### config.mk
export PLATFORM = sky130hd
export DESIGN_NAME = uart_tx_sched
export DESIGN_NICKNAME = d
export VERILOG_FILES = /design/src/rtl/uart_tx_sched.sv
export SDC_FILE = /design/constraint.sdc
export NUM_CORES = 1
export LEC_CHECK = 0
export ABC_AREA = 1
export CORE_MARGIN = 2
export CORE_UTILIZATION = 30
export DETAILED_ROUTE_END_ITERATION = 16
export GPL_TIMING_DRIVEN = 0
export PLACE_DENSITY = 0.56
export SLEW_MARGIN = 20
export SYNTH_ARGS = -nofsm -noshare
export SYNTH_HDL_FRONTEND = slang
export SYNTH_SLANG_ARGS = --single-unit
### constraint.sdc
create_clock -name clk -period 2.7 [get_ports clk]
set_input_delay 0.54 -clock clk [delete_from_list [all_inputs] [get_ports clk]]
set_output_delay 0.54 -clock clk [all_outputs]
set_load 0.02 [all_outputs]
### src/rtl/uart_tx_sched.sv
// uart_tx_sched -- transmit scheduler between the APB register block and the
// UART transmitter.
//
// Software writes bytes into a DEPTH-entry FIFO. While sched_en is high the
// scheduler pops one byte at a time, latches the frame configuration along
// with it and launches the frame with a one-cycle tx_enable pulse. It then
// waits for the transmitter to raise tx_busy and later drop it. Latching
// tx_data/cfg_reg at launch keeps the frame intact if software rewrites the
// configuration while the frame is on the wire.
//
// Optional feature: define UART_TX_SCHED_IRQ_EN to build the low-water
// interrupt (tx_irq high while sched_en && fifo_count <= THRESH). If the macro
// is not defined, tx_irq is tied low.
//
// Ports:
//   clk, rst_n        clock; synchronous active-low reset
//   sched_en          allow new frame launches
//   cfg_in[4:0]       live frame config ([1:0] bits-5, [2] 2 stop, [3] par en, [4] odd)
//   wr_valid, wr_data software write strobe and byte
//   wr_ready          FIFO not full
//   flush             discard all queued bytes
//   tx_enable         one-cycle launch pulse to the transmitter
//   tx_data, cfg_reg  byte and config latched at launch
//   tx_busy           transmitter busy
//   fifo_count/empty/full  registered FIFO level and flags
//   sched_idle        no frame in flight and FIFO empty
//   frame_sent        one-cycle pulse per completed frame
//   ovf               one-cycle pulse when a write is dropped on a full FIFO
//   tx_irq            low-water interrupt
module uart_tx_sched #(
  parameter int DEPTH  = 16,
  parameter int AW     = 4,
  parameter int THRESH = 4
) (
  input  logic          clk,
  input  logic          rst_n,
  input  logic          sched_en,
  input  logic [4:0]    cfg_in,
  input  logic          wr_valid,
  input  logic [7:0]    wr_data,
  output logic          wr_ready,
  input  logic          flush,
  output logic          tx_enable,
  output logic [7:0]    tx_data,
  output logic [4:0]    cfg_reg,
  input  logic          tx_busy,
  output logic [AW:0]   fifo_count,
  output logic          fifo_empty,
  output logic          fifo_full,
  output logic          sched_idle,
  output logic          frame_sent,
  output logic          ovf,
  output logic          tx_irq
);

  if (DEPTH != (1 << AW)) begin : g_bad_depth
    $error("uart_tx_sched: DEPTH must equal 2**AW");
  end
  if (THRESH < 0 || THRESH >= DEPTH) begin : g_bad_thresh
    $error("uart_tx_sched: THRESH must be in [0, DEPTH)");
  end

  typedef enum logic [1:0] {
    IDLE,
    WAIT_BUSY,
    WAIT_DONE
  } state_t;

  localparam logic [AW:0] DEPTH_C = (AW+1)'(DEPTH);

  state_t        state_q, state_d;
  logic          launch;
  logic          done;
  logic          wr_acc;
  logic [AW:0]   count_d;
  logic [AW-1:0] wr_ptr, rd_ptr;
  logic [7:0]    mem [DEPTH];

  // A write is taken only if the FIFO was not full at the start of the cycle;
  // a same-cycle pop does not make room. flush discards the write outright.
  assign wr_acc = wr_valid && !fifo_full && !flush;

  // ---------------------------------------------------------------------------
  // FSM: next state and launch/complete strobes
  // ---------------------------------------------------------------------------
  // NOTE: every signal driven here gets a default first so no path leaves it
  // unassigned; otherwise synthesis infers a latch.
  always_comb begin
    state_d = state_q;
    launch  = 1'b0;
    done    = 1'b0;
    unique case (state_q)
      IDLE: begin
        if (sched_en && !fifo_empty && !tx_busy && !flush) begin
          launch  = 1'b1;
          state_d = WAIT_BUSY;
        end
      end
      WAIT_BUSY: begin
        if (tx_busy) state_d = WAIT_DONE;
      end
      WAIT_DONE: begin
        if (!tx_busy) begin
          done    = 1'b1;
          state_d = IDLE;
        end
      end
      default: state_d = IDLE;
    endcase
  end

  // NOTE: sequential state uses non-blocking assignments so every register
  // samples pre-edge values regardless of block ordering.
  always_ff @(posedge clk) begin
    if (!rst_n) state_q <= IDLE;
    else        state_q <= state_d;
  end

  // ---------------------------------------------------------------------------
  // FIFO level
  // ---------------------------------------------------------------------------
  always_comb begin
    count_d = fifo_count;
    if (flush) begin
      count_d = '0;
    end else begin
      unique case ({wr_acc, launch})
        2'b10:   count_d = fifo_count + 1'b1;
        2'b01:   count_d = fifo_count - 1'b1;
        default: count_d = fifo_count;
      endcase
    end
  end

  // ---------------------------------------------------------------------------
  // Datapath registers
  // ---------------------------------------------------------------------------
  always_ff @(posedge clk) begin
    if (!rst_n) begin
      wr_ptr     <= '0;
      rd_ptr     <= '0;
      fifo_count <= '0;
      fifo_empty <= 1'b1;
      fifo_full  <= 1'b0;
      tx_enable  <= 1'b0;
      tx_data    <= '0;
      cfg_reg    <= '0;
      frame_sent <= 1'b0;
      ovf        <= 1'b0;
    end else begin
      // Flags come from the next count so they are registered alongside it.
      fifo_count <= count_d;
      fifo_empty <= (count_d == '0);
      fifo_full  <= (count_d == DEPTH_C);
      tx_enable  <= launch;
      frame_sent <= done;
      ovf        <= wr_valid && fifo_full && !flush;
      if (flush) begin
        wr_ptr <= '0;
        rd_ptr <= '0;
      end else begin
        if (wr_acc) wr_ptr <= wr_ptr + 1'b1;
        if (launch) rd_ptr <= rd_ptr + 1'b1;
      end
      // Latched only at launch: held steady until the next frame starts.
      if (launch) begin
        tx_data <= mem[rd_ptr];
        cfg_reg <= cfg_in;
      end
    end
  end

  // NOTE: the storage array is deliberately not reset; entries are only read
  // after being written, and leaving reset off lets it map to RAM.
  always_ff @(posedge clk) begin
    if (wr_acc) mem[wr_ptr] <= wr_data;
  end

  assign wr_ready   = !fifo_full;
  assign sched_idle = (state_q == IDLE) && fifo_empty;

`ifdef UART_TX_SCHED_IRQ_EN
  localparam logic [AW:0] THRESH_C = (AW+1)'(THRESH);

  always_ff @(posedge clk) begin
    if (!rst_n) tx_irq <= 1'b0;
    else        tx_irq <= sched_en && (fifo_count <= THRESH_C);
  end
`else
  assign tx_irq = 1'b0;
`endif

endmodule
# Word-level counts from Yosys, hierarchy flattened
# Memories as Yosys holds them, arrays and structs flattened. A register that Yosys moved wholly into a read port is not among the register bits.
# Index checks and enable logic that the tools add are counted.
# op_classes
eq_ne,8
shifts,0
div,0
n_addsub,4
order_cmp,0
multipliers,0
mux,11
n_reduce_logical,18
bitwise_logic,1
# op_table
cell,n
case mux 5 bit (2 select lines),1
adder 4 x 1 -> 4 bit (second input constant),2
logical AND 1 bit,8
2-to-1 mux 2 bit,3
inequality test 2 bit (second input constant),3
case mux 2 bit (3 select lines),1
adder 5 x 1 -> 5 bit (second input constant),1
== test 5 bit (second input constant),1
logical NOT 1 bit,5
logical NOT 5 bit,1
2-to-1 mux 1 bit,5
2-to-1 mux 5 bit,1
subtractor 5 x 1 -> 5 bit (second input constant),1
== test 2 x 1 -> 1 bit (second input constant),2
== test 2 bit (second input constant),2
AND reduction 3 bit,1
logical NOT 2 bit,1
AND reduction 2 bit,1
OR reduction 2 bit,1
NOT 1 bit,1
# totals
register_bits,25
in_bits,19
output_inout_bits,26
rom_bits,0
memories,1
latchBits,0
ramBits,128
# mem_list
name,depth,width,rd,rd_ports_with_merged_regs,wr,line,text
mem,16,8,1,1,1,77,logic [7:0] mem [DEPTH];

# Depth between registers and ports, before layout
# Gate-level depths: netlist (run 1).
# logic_depth
ltp_word,10
mapped_depth,18

# Least setup slack after synthesis (run 1)
# Ideal clock, no wire load.
# synth_timing
path_kind,input-to-reg
startpoint,in flush
endpoint,reg fifo_empty
path_slack_ns,0.513
t_arrival_ns,2.070
t_required_ns,2.583
setup_time_ns,0.117
path_stages,17
path_cell_list,inv_2 nand2_4 nor2_8 nand2_1 inv_2 buf_2 ha_1 inv_1 nor2_1 nor2_1 nand2_1 nand2_1 inv_1 nand2_1 a21oi_1 nand2_1 nand2_1
# synth_via
elab_chain_cells,8
elab_cells_between_ends,10
# synth_lines
element,line,text
start: declaration,42,"input logic flush,"
logical NOT 1 bit,"81, 94",
logical AND 1 bit,94,if (sched_en && !fifo_empty && !tx_busy && !flush) begin
2-to-1 mux 1 bit,94,
2-to-1 mux 1 bit,92,unique case (state_q)
== test 2 x 1 -> 1 bit or == test 2 bit (tied branches),127,"unique case ({wr_acc, launch})"
case mux 5 bit (2 select lines),127,
2-to-1 mux 5 bit *,124,if (flush) begin
logical NOT 5 bit *,153,fifo_empty <= (count_d == '0);
end signal: assignment,153,
end: declaration,48,"output logic fifo_empty,"
# Mark *: on every way between the ends. The rest lies on a longest branch, timed or not.
# A chain may end at the register's enable or synchronous reset.

# Worst setup path after layout (run 1)
# layout_timing
startpoint,in tx_busy
endpoint,reg fifo_empty
# layout_via
elab_chain_cells,9
elab_cells_between_ends,10
# layout_lines
element,line,text
start: declaration,46,"input logic tx_busy,"
logical NOT 1 bit *,n/a,
logical AND 1 bit * (2 in a row),94,
2-to-1 mux 1 bit *,94,
2-to-1 mux 1 bit *,92,
== test 2 x 1 -> 1 bit or == test 2 bit (tied branches),127,
case mux 5 bit (2 select lines) *,127,
2-to-1 mux 5 bit *,124,
logical NOT 5 bit *,153,
# Marked as above.

==> results of run 1 <==
-- worst paths after layout --
kind,from,endpoint,slack (ns),depth (start not counted)
max,tx_busy,fifo_empty,0.33,16
min,fifo_full,ovf,0.45,2
max reg2reg,fifo_empty,fifo_empty,0.56,15
min reg2reg,fifo_full,ovf,0.45,2
-- through the flow --
stage	total power, mW	hold WS, ns	setup TNS [ns]	setup slack [ns]	utilization, %
global route	5.36	0.481	0	0.121	36.8
finish	5.19	0.452	0	0.328	36.8
global placement	2.96	0.442	-10.66	-0.491	34.1
CTS	5.22	0.451	0	0.0688	36.6
detailed placement	2.97	0.443	-17.12	-0.528	34.1
floorplan	2.86	0.477	0	0.513	-
-- logic make-up after synthesis --
| kind of cell | count (synthesis) | share of synthesized area [%] |
|---|---|---|
| DFF | 161 | 67.8 |
| AOI/OAI and AO/OA | 114 | 11.2 |
| xor gates and xnor gates | 1 | 0.132 |
| buffers and inverters | 64 | 3.96 |
| adders and majority gates | 7 | 1.32 |
| other | 1 | 0.0565 |
| muxes | 19 | 2.86 |
| and+or+nand+nor | 181 | 12.6 |
-- repair_timing --
action,CTS,global route
setup endpoints to repair,1,1
cloned,0,0
resized for setup,0,4
buffers inserted,0,2
-- cell usage after synthesis (2+ instances only) --
master	number	share of area, %
sky130_fd_sc_hd__a21oi_1	20	1.5
sky130_fd_sc_hd__buf_2	12	0.90
sky130_fd_sc_hd__buf_4	2	0.23
sky130_fd_sc_hd__clkbuf_1	14	0.79
sky130_fd_sc_hd__dfxtp_1	33	9.9
sky130_fd_sc_hd__edfxtp_1	128	58
sky130_fd_sc_hd__ha_1	7	1.3
sky130_fd_sc_hd__inv_1	31	1.8
sky130_fd_sc_hd__inv_2	3	0.17
sky130_fd_sc_hd__mux2i_1	19	2.9
sky130_fd_sc_hd__nand2_1	54	3.1
sky130_fd_sc_hd__nand2_2	7	0.66
sky130_fd_sc_hd__nand2_4	3	0.51
sky130_fd_sc_hd__nand3_1	15	1.1
sky130_fd_sc_hd__nand3_2	5	0.75
sky130_fd_sc_hd__nand3_4	2	0.53
sky130_fd_sc_hd__nand4_1	5	0.47
sky130_fd_sc_hd__nor2_1	84	4.7
sky130_fd_sc_hd__nor3_1	3	0.23
sky130_fd_sc_hd__o211ai_1	14	1.6
sky130_fd_sc_hd__o21a_1	8	0.90
sky130_fd_sc_hd__o21ai_0	38	2.9
sky130_fd_sc_hd__o21ai_1	2	0.15
sky130_fd_sc_hd__o221ai_1	19	2.5
sky130_fd_sc_hd__o32ai_1	13	1.7
-- worst register-to-register path, cell delays in order, from the launching register on --
cell	delay, ns
sky130_fd_sc_hd__dfxtp_1	0.31
sky130_fd_sc_hd__inv_1	0.10
sky130_fd_sc_hd__nand2_4	0.08
sky130_fd_sc_hd__nor2_8	0.15
sky130_fd_sc_hd__nand2_1	0.12
sky130_fd_sc_hd__inv_4	0.17
sky130_fd_sc_hd__ha_2	0.34
sky130_fd_sc_hd__inv_1	0.16
sky130_fd_sc_hd__nand2_1	0.07
sky130_fd_sc_hd__nand2_1	0.08
sky130_fd_sc_hd__nand2_1	0.05
sky130_fd_sc_hd__inv_1	0.11
sky130_fd_sc_hd__nand2_1	0.06
sky130_fd_sc_hd__a21oi_1	0.16
sky130_fd_sc_hd__nand2_1	0.08
sky130_fd_sc_hd__nand2_1	0.06
-- power by group --
part	total, mW	switching [mW]	internal (mW)
Combinational	0.219	0.137	0.0815
Sequential	2.70	0.0111	2.69
Clock	2.27	0.931	1.34
-- final cells by class --
class / count / area share [%]
plain buffers: 28 / 1.58
flip-flops and latches: 161 / 56.3
clock buffers: 19 / 5.41
clock inverters: 12 / 1.45
multi-input cells: 323 / 23.5
repair buffers: 45 / 5.75
well taps: 280 / 4.38
inverters: 35 / 1.67
-- routing by layer --
layer  share of wire (%)  track usage (%)  vias up
li1                    -                -     2110
met1                  43             18.3     2200
met2                  49             24.7      147
met3                 6.1             4.41       25
met4                 1.9             5.82        0
met5                   0                0        -
==> metrics, run 1 <==
leakage power 2.65 nW; Tightest Hold Check Type flip-flop to flip-flop; synthesis-stage register bit count 161; synthesized area 6640 sq um; Port-buffer cells 43; antenna violations before repair 0; most common cell after layout, fill and taps aside sky130_fd_sc_hd__edfxtp_1; peak supply drop 0.421 mV; Worst path slowest cell sky130_fd_sc_hd__clkdlybuf4s50_1; detailed-route DRC error count 0; Detail Route Antenna Nets 0; Synth Warn # 0; nature of the critical path startpoint primary input; synthesized area divided by synthesized cell count 12.1 sq um; later-pin clock latency in the skew report 0.43 ns; Iter 0 DRT Violations 534; top achievable clock speed 0.422 GHz; die width 153 microns; fraction of registers with async set or reset after synthesis 0%; count of non-filler cells in the finished layout 903; number of buffers on the longest clock path 2; count of flip-flops with a built-in enable after synthesis 128; status complete, no violations; crit-path leading delay family buffers and inverters; part of the Yosys area used for sequential elements 67.8%; cts hold-fix bufs 0; P per Cell Area 649 nW/um^2; H-Tree Level Count 4; final hold violation count 0; total length of routed wires 17.0 mm; Die Y 153 microns; vias 4482; global-route wire length before repair 26.2 mm; Initial Util 30.5%; area of combinational cells with multiple inputs 1880 sq um; total placed cells including tap cells 871; nature of the critical path endpoint flip-flop; flip-flop count of the largest register after layout 128; Rel. slew slack 31.5%; area added between synthesis and finish 20.5%; num rows 54; Post-Syn Instances 548; Floorplan Core Area 21800 sq um; synthesized net count 574; reported max-cap violation count 0; routability congestion estimate from global placement 0.858; Tcrit/Tclk final 87.9%; filler cell count 2152; global-route congestion overflow total 0; die area 23300 sq um; RSZ-0062 raised after global routing false; number of nets in the layout 637; Sequential Area 4500 sq um; register name with the most flops mem; transition at the pin with the smallest max-transition slack 1.02 ns; first drt pass iteration count 8; highest-count cells in the layout ignoring fill and taps sky130_fd_sc_hd__edfxtp_1 (128), sky130_fd_sc_hd__nor2_1 (84), sky130_fd_sc_hd__nand2_1 (54); Worst Path Required 3.07 ns; CP Max Fanout 16; clock-pin slew on the worst setup and hold paths 0.06 ns; cells traversed along the worst timing path clkdlybuf4s50_1, inv_2, nand2_4, nor2_8, nand2_1, inv_4, ha_2, inv_1, nand2_1, nand2_1, nand2_1, inv_1, nand2_1, a21oi_1, nand2_1, nand2_1; pin count of the biggest net entering global routing 17; number of CTS-inserted buffers 17; instance area at placement 7420 sq um; most prevalent standard cell on the critical path sky130_fd_sc_hd__nand2_1; total clock sinks 161; global-route usage over all layers 14.9%; Post-DP HPWL 11.8 mm; Synth cell types 32; most common flop cell mapped by yosys sky130_fd_sc_hd__edfxtp_1; layout cells sized above 1 10.3%; clock root cell sky130_fd_sc_hd__clkbuf_16; largest registers ranked by flip-flop count mem x128, tx_data x8; drt wl/cell 18.9 microns; Boundary Pins 45; via count of the first global-routing pass 4520; kind of critical path primary input to flip-flop; time the final worst path needs with I/O delays and setup 2.37 ns; Final Max Slew Viols 0; Vias/cell 4.96; Worst EP arrival 2.74 ns; number of setup violations in the final report 0; skew final 0.00739 ns; delay of the slowest cell on the worst path 0.44 ns; Buffers & Inverters on Critical Path 5; Final Cell Area 8000 sq um; antenna diode count 0; clock tree from TritonCTS done
Note: power is estimated with default switching activity, not from simulation.
==> run 2, diff against run 1 <==
--- a/config.mk
+++ b/config.mk
@@ -9,8 +9,9 @@
 export CORE_MARGIN = 2
 export CORE_UTILIZATION = 30
 export DETAILED_ROUTE_END_ITERATION = 16
+export DONT_BUFFER_PORTS = 1
 export GPL_TIMING_DRIVEN = 0
-export PLACE_DENSITY = 0.56
+export PLACE_DENSITY = 0.54
 export SLEW_MARGIN = 20
 export SYNTH_ARGS = -nofsm -noshare
 export SYNTH_HDL_FRONTEND = slang
==> metrics, run 2 (same netlist as run 1, synthesis figures left out) <==
status complete, no violations (unchanged); highest-count cells in the layout ignoring fill and taps sky130_fd_sc_hd__edfxtp_1 (128), sky130_fd_sc_hd__nor2_1 (84), sky130_fd_sc_hd__nand2_1 (54) (unchanged); internal power 4.10 mW (was 4.11 mW); antenna diode count 0 (unchanged); Detail Route Antenna Nets 0 (unchanged); Rel. slew slack 33.0% (was 31.5%); Initial Util 30.5% (unchanged); final hold violation count 0 (unchanged); RSZ-0062 raised after global routing false (unchanged); total clock sinks 161 (unchanged); switching part of the total power 21.0% (was 20.8%); clock tree from TritonCTS done (unchanged); flip-flop count of the largest register after layout 128 (unchanged); pin count of the biggest net entering global routing 17 (unchanged); Post-DP HPWL 11.4 mm (was 11.8 mm); nature of the critical path endpoint flip-flop (unchanged); layout cells sized above 1 10.7% (was 10.3%); number of buffers on the longest clock path 2 (unchanged); detailed-route DRC error count 0 (unchanged); register name with the most flops mem (unchanged); die width 153 microns (unchanged); first drt pass iteration count 5 (was 8); global-route congestion overflow total 0 (unchanged); global-route wire length before repair 25.1 mm (was 26.2 mm); Worst Path Required 3.07 ns (about the same); Floorplan Core Area 21800 sq um (unchanged); later-pin clock latency in the skew report 0.43 ns (about the same); Reg power frac 52.3% (was 52.1%); Final TNS setup 0 ns (unchanged); time the final worst path needs with I/O delays and setup 2.31 ns (was 2.37 ns); global-route usage over all layers 14.4% (was 14.9%); Tcrit/Tclk final 85.7% (was 87.9%); antenna violations before repair 0 (unchanged); kind of critical path flip-flop to flip-flop (was primary input to flip-flop); largest registers ranked by flip-flop count mem x128, tx_data x8 (unchanged); top achievable clock speed 0.432 GHz (was 0.422 GHz); CP Max Fanout 16 (unchanged); Vias/cell 5.02 (was 4.96); switching power of the nets 1.09 mW (was 1.08 mW); number of CTS-inserted buffers 17 (unchanged); number of nets in the layout 592 (was 637); instance area at placement 6990 sq um (was 7420 sq um); Final Cell Area 7560 sq um (was 8000 sq um); clock-pin slew on the worst setup and hold paths 0.07 ns (was 0.06 ns); Boundary Pins 45 (unchanged); skew final 0.0121 ns (was 0.00739 ns); Iter 0 DRT Violations 455 (was 534); combinational share of power 2.4% (was 4.2%); drt wl/cell 19.4 microns (was 18.9 microns); Port-buffer cells 0 (was 43); area added between synthesis and finish 13.8% (was 20.5%); nature of the critical path startpoint flip-flop (was primary input); P per Cell Area 687 nW/um^2 (was 649 nW/um^2); clock root cell sky130_fd_sc_hd__clkbuf_16 (unchanged); transition at the pin with the smallest max-transition slack 1.00 ns (was 1.02 ns); leakage power 2.49 nW (was 2.65 nW); relative contribution of the clock network to total power 45.4% (was 43.7%); Final Max Slew Viols 0 (unchanged); peak supply drop 0.391 mV (was 0.421 mV); Worst EP arrival 2.68 ns (was 2.74 ns); most common cell after layout, fill and taps aside sky130_fd_sc_hd__edfxtp_1 (unchanged); H-Tree Level Count 4 (unchanged); die area 23300 sq um (unchanged); cts hold-fix bufs 0 (unchanged); num rows 54 (unchanged); number of setup violations in the final report 0 (unchanged); routability congestion estimate from global placement 0.841 (was 0.858); total length of routed wires 16.7 mm (was 17.0 mm); post-layout utilization of the core 34.7% (was 36.8%); via count of the first global-routing pass 4296 (was 4520); Tightest Hold Check Type primary input to flip-flop (was flip-flop to flip-flop); vias 4314 (was 4482); Die Y 153 microns (unchanged); reported max-cap violation count 0 (unchanged)
[run 2: cell types whose count changed in the layout (fill, tap and decap cells not counted), moves of 2 or more]
cell	delta
sky130_fd_sc_hd__inv_8	+2
sky130_fd_sc_hd__clkinv_1	-2
sky130_fd_sc_hd__clkbuf_1	+2
sky130_fd_sc_hd__clkinvlp_4	-2
sky130_fd_sc_hd__clkdlybuf4s50_1	-42
[run 2: power by group through the flow]
stage / combinational [mW] / sequential [mW] / clock [mW]
2_1_floorplan: 0.0937 / 2.76 / 0
3_3_place_gp: 0.120 / 2.77 / 0
3_5_place_dp: 0.123 / 2.77 / 0
4_1_cts: 0.123 / 2.72 / 2.37
5_1_grt: 0.138 / 2.72 / 2.48
6_report: 0.123 / 2.72 / 2.36
[run 2: layout make-up]
class                           count  area, sq um
Buffer                             28          126
Clock buffer                       21          440
Clock inverter                     11          129
Fill cell                        2125        14200
Inverter                           35          131
Multi-Input combinational cell    323         1880
Sequential cell                   161         4500
Tap cell                          280          350
[run 2: per-stage QoR]
step | hold WS, ns | power, mW | cells | setup slack, ns
detailed placement | 0.512 | 2.89 | 828 | 0.0982
CTS | 0.195 | 5.21 | 860 | 0.215
finish | 0.202 | 5.19 | 859 | 0.386
floorplan | 0.477 | 2.86 | 548 | 0.513
global route | 0.185 | 5.33 | 859 | 0.0671
global placement | 0.505 | 2.89 | 828 | 0.145
[run 2: worst max-delay path, cell delays in order, from the launching register on]
cell                      delay (ns)
sky130_fd_sc_hd__dfxtp_1        0.37
sky130_fd_sc_hd__inv_1          0.13
sky130_fd_sc_hd__nand2_4        0.08
sky130_fd_sc_hd__nor2_8         0.15
sky130_fd_sc_hd__nand2_1        0.09
sky130_fd_sc_hd__inv_2          0.23
sky130_fd_sc_hd__ha_1           0.35
sky130_fd_sc_hd__inv_1          0.19
sky130_fd_sc_hd__nand2_1        0.08
sky130_fd_sc_hd__nand2_1        0.10
sky130_fd_sc_hd__nand2_1        0.05
sky130_fd_sc_hd__inv_1          0.09
sky130_fd_sc_hd__nand2_1        0.06
sky130_fd_sc_hd__a21oi_1        0.16
sky130_fd_sc_hd__nand2_1        0.07
sky130_fd_sc_hd__nand2_1        0.05
[run 2: what timing repair did]
| item | in CTS | in global routing |
|---|---|---|
| resized for setup | 0 | 0 |
| setup buffers | 0 | 0 |
| setup endpoints to repair | 0 | 1 |
[run 2: final timing paths]
check | startpoint | end | slack, ns | depth (start not counted)
worst max register to register | fifo_empty | fifo_empty | 0.39 | 15
worst min-delay path | wr_data[7] | mem[5][7] | 0.20 | 0
worst min register to register | wr_ptr[2] | wr_ptr[2] | 0.54 | 2
worst max-delay path | fifo_empty | fifo_empty | 0.39 | 15
[run 2: metal layers]
layer | up-vias | global-route usage, % | part of all wire (%)
met5 | - | 0 | 0
met4 | 0 | 4.72 | 1.4
met3 | 16 | 3.58 | 5.5
met2 | 113 | 24.2 | 49
met1 | 2162 | 18.3 | 44
li1 | 2023 | - | -
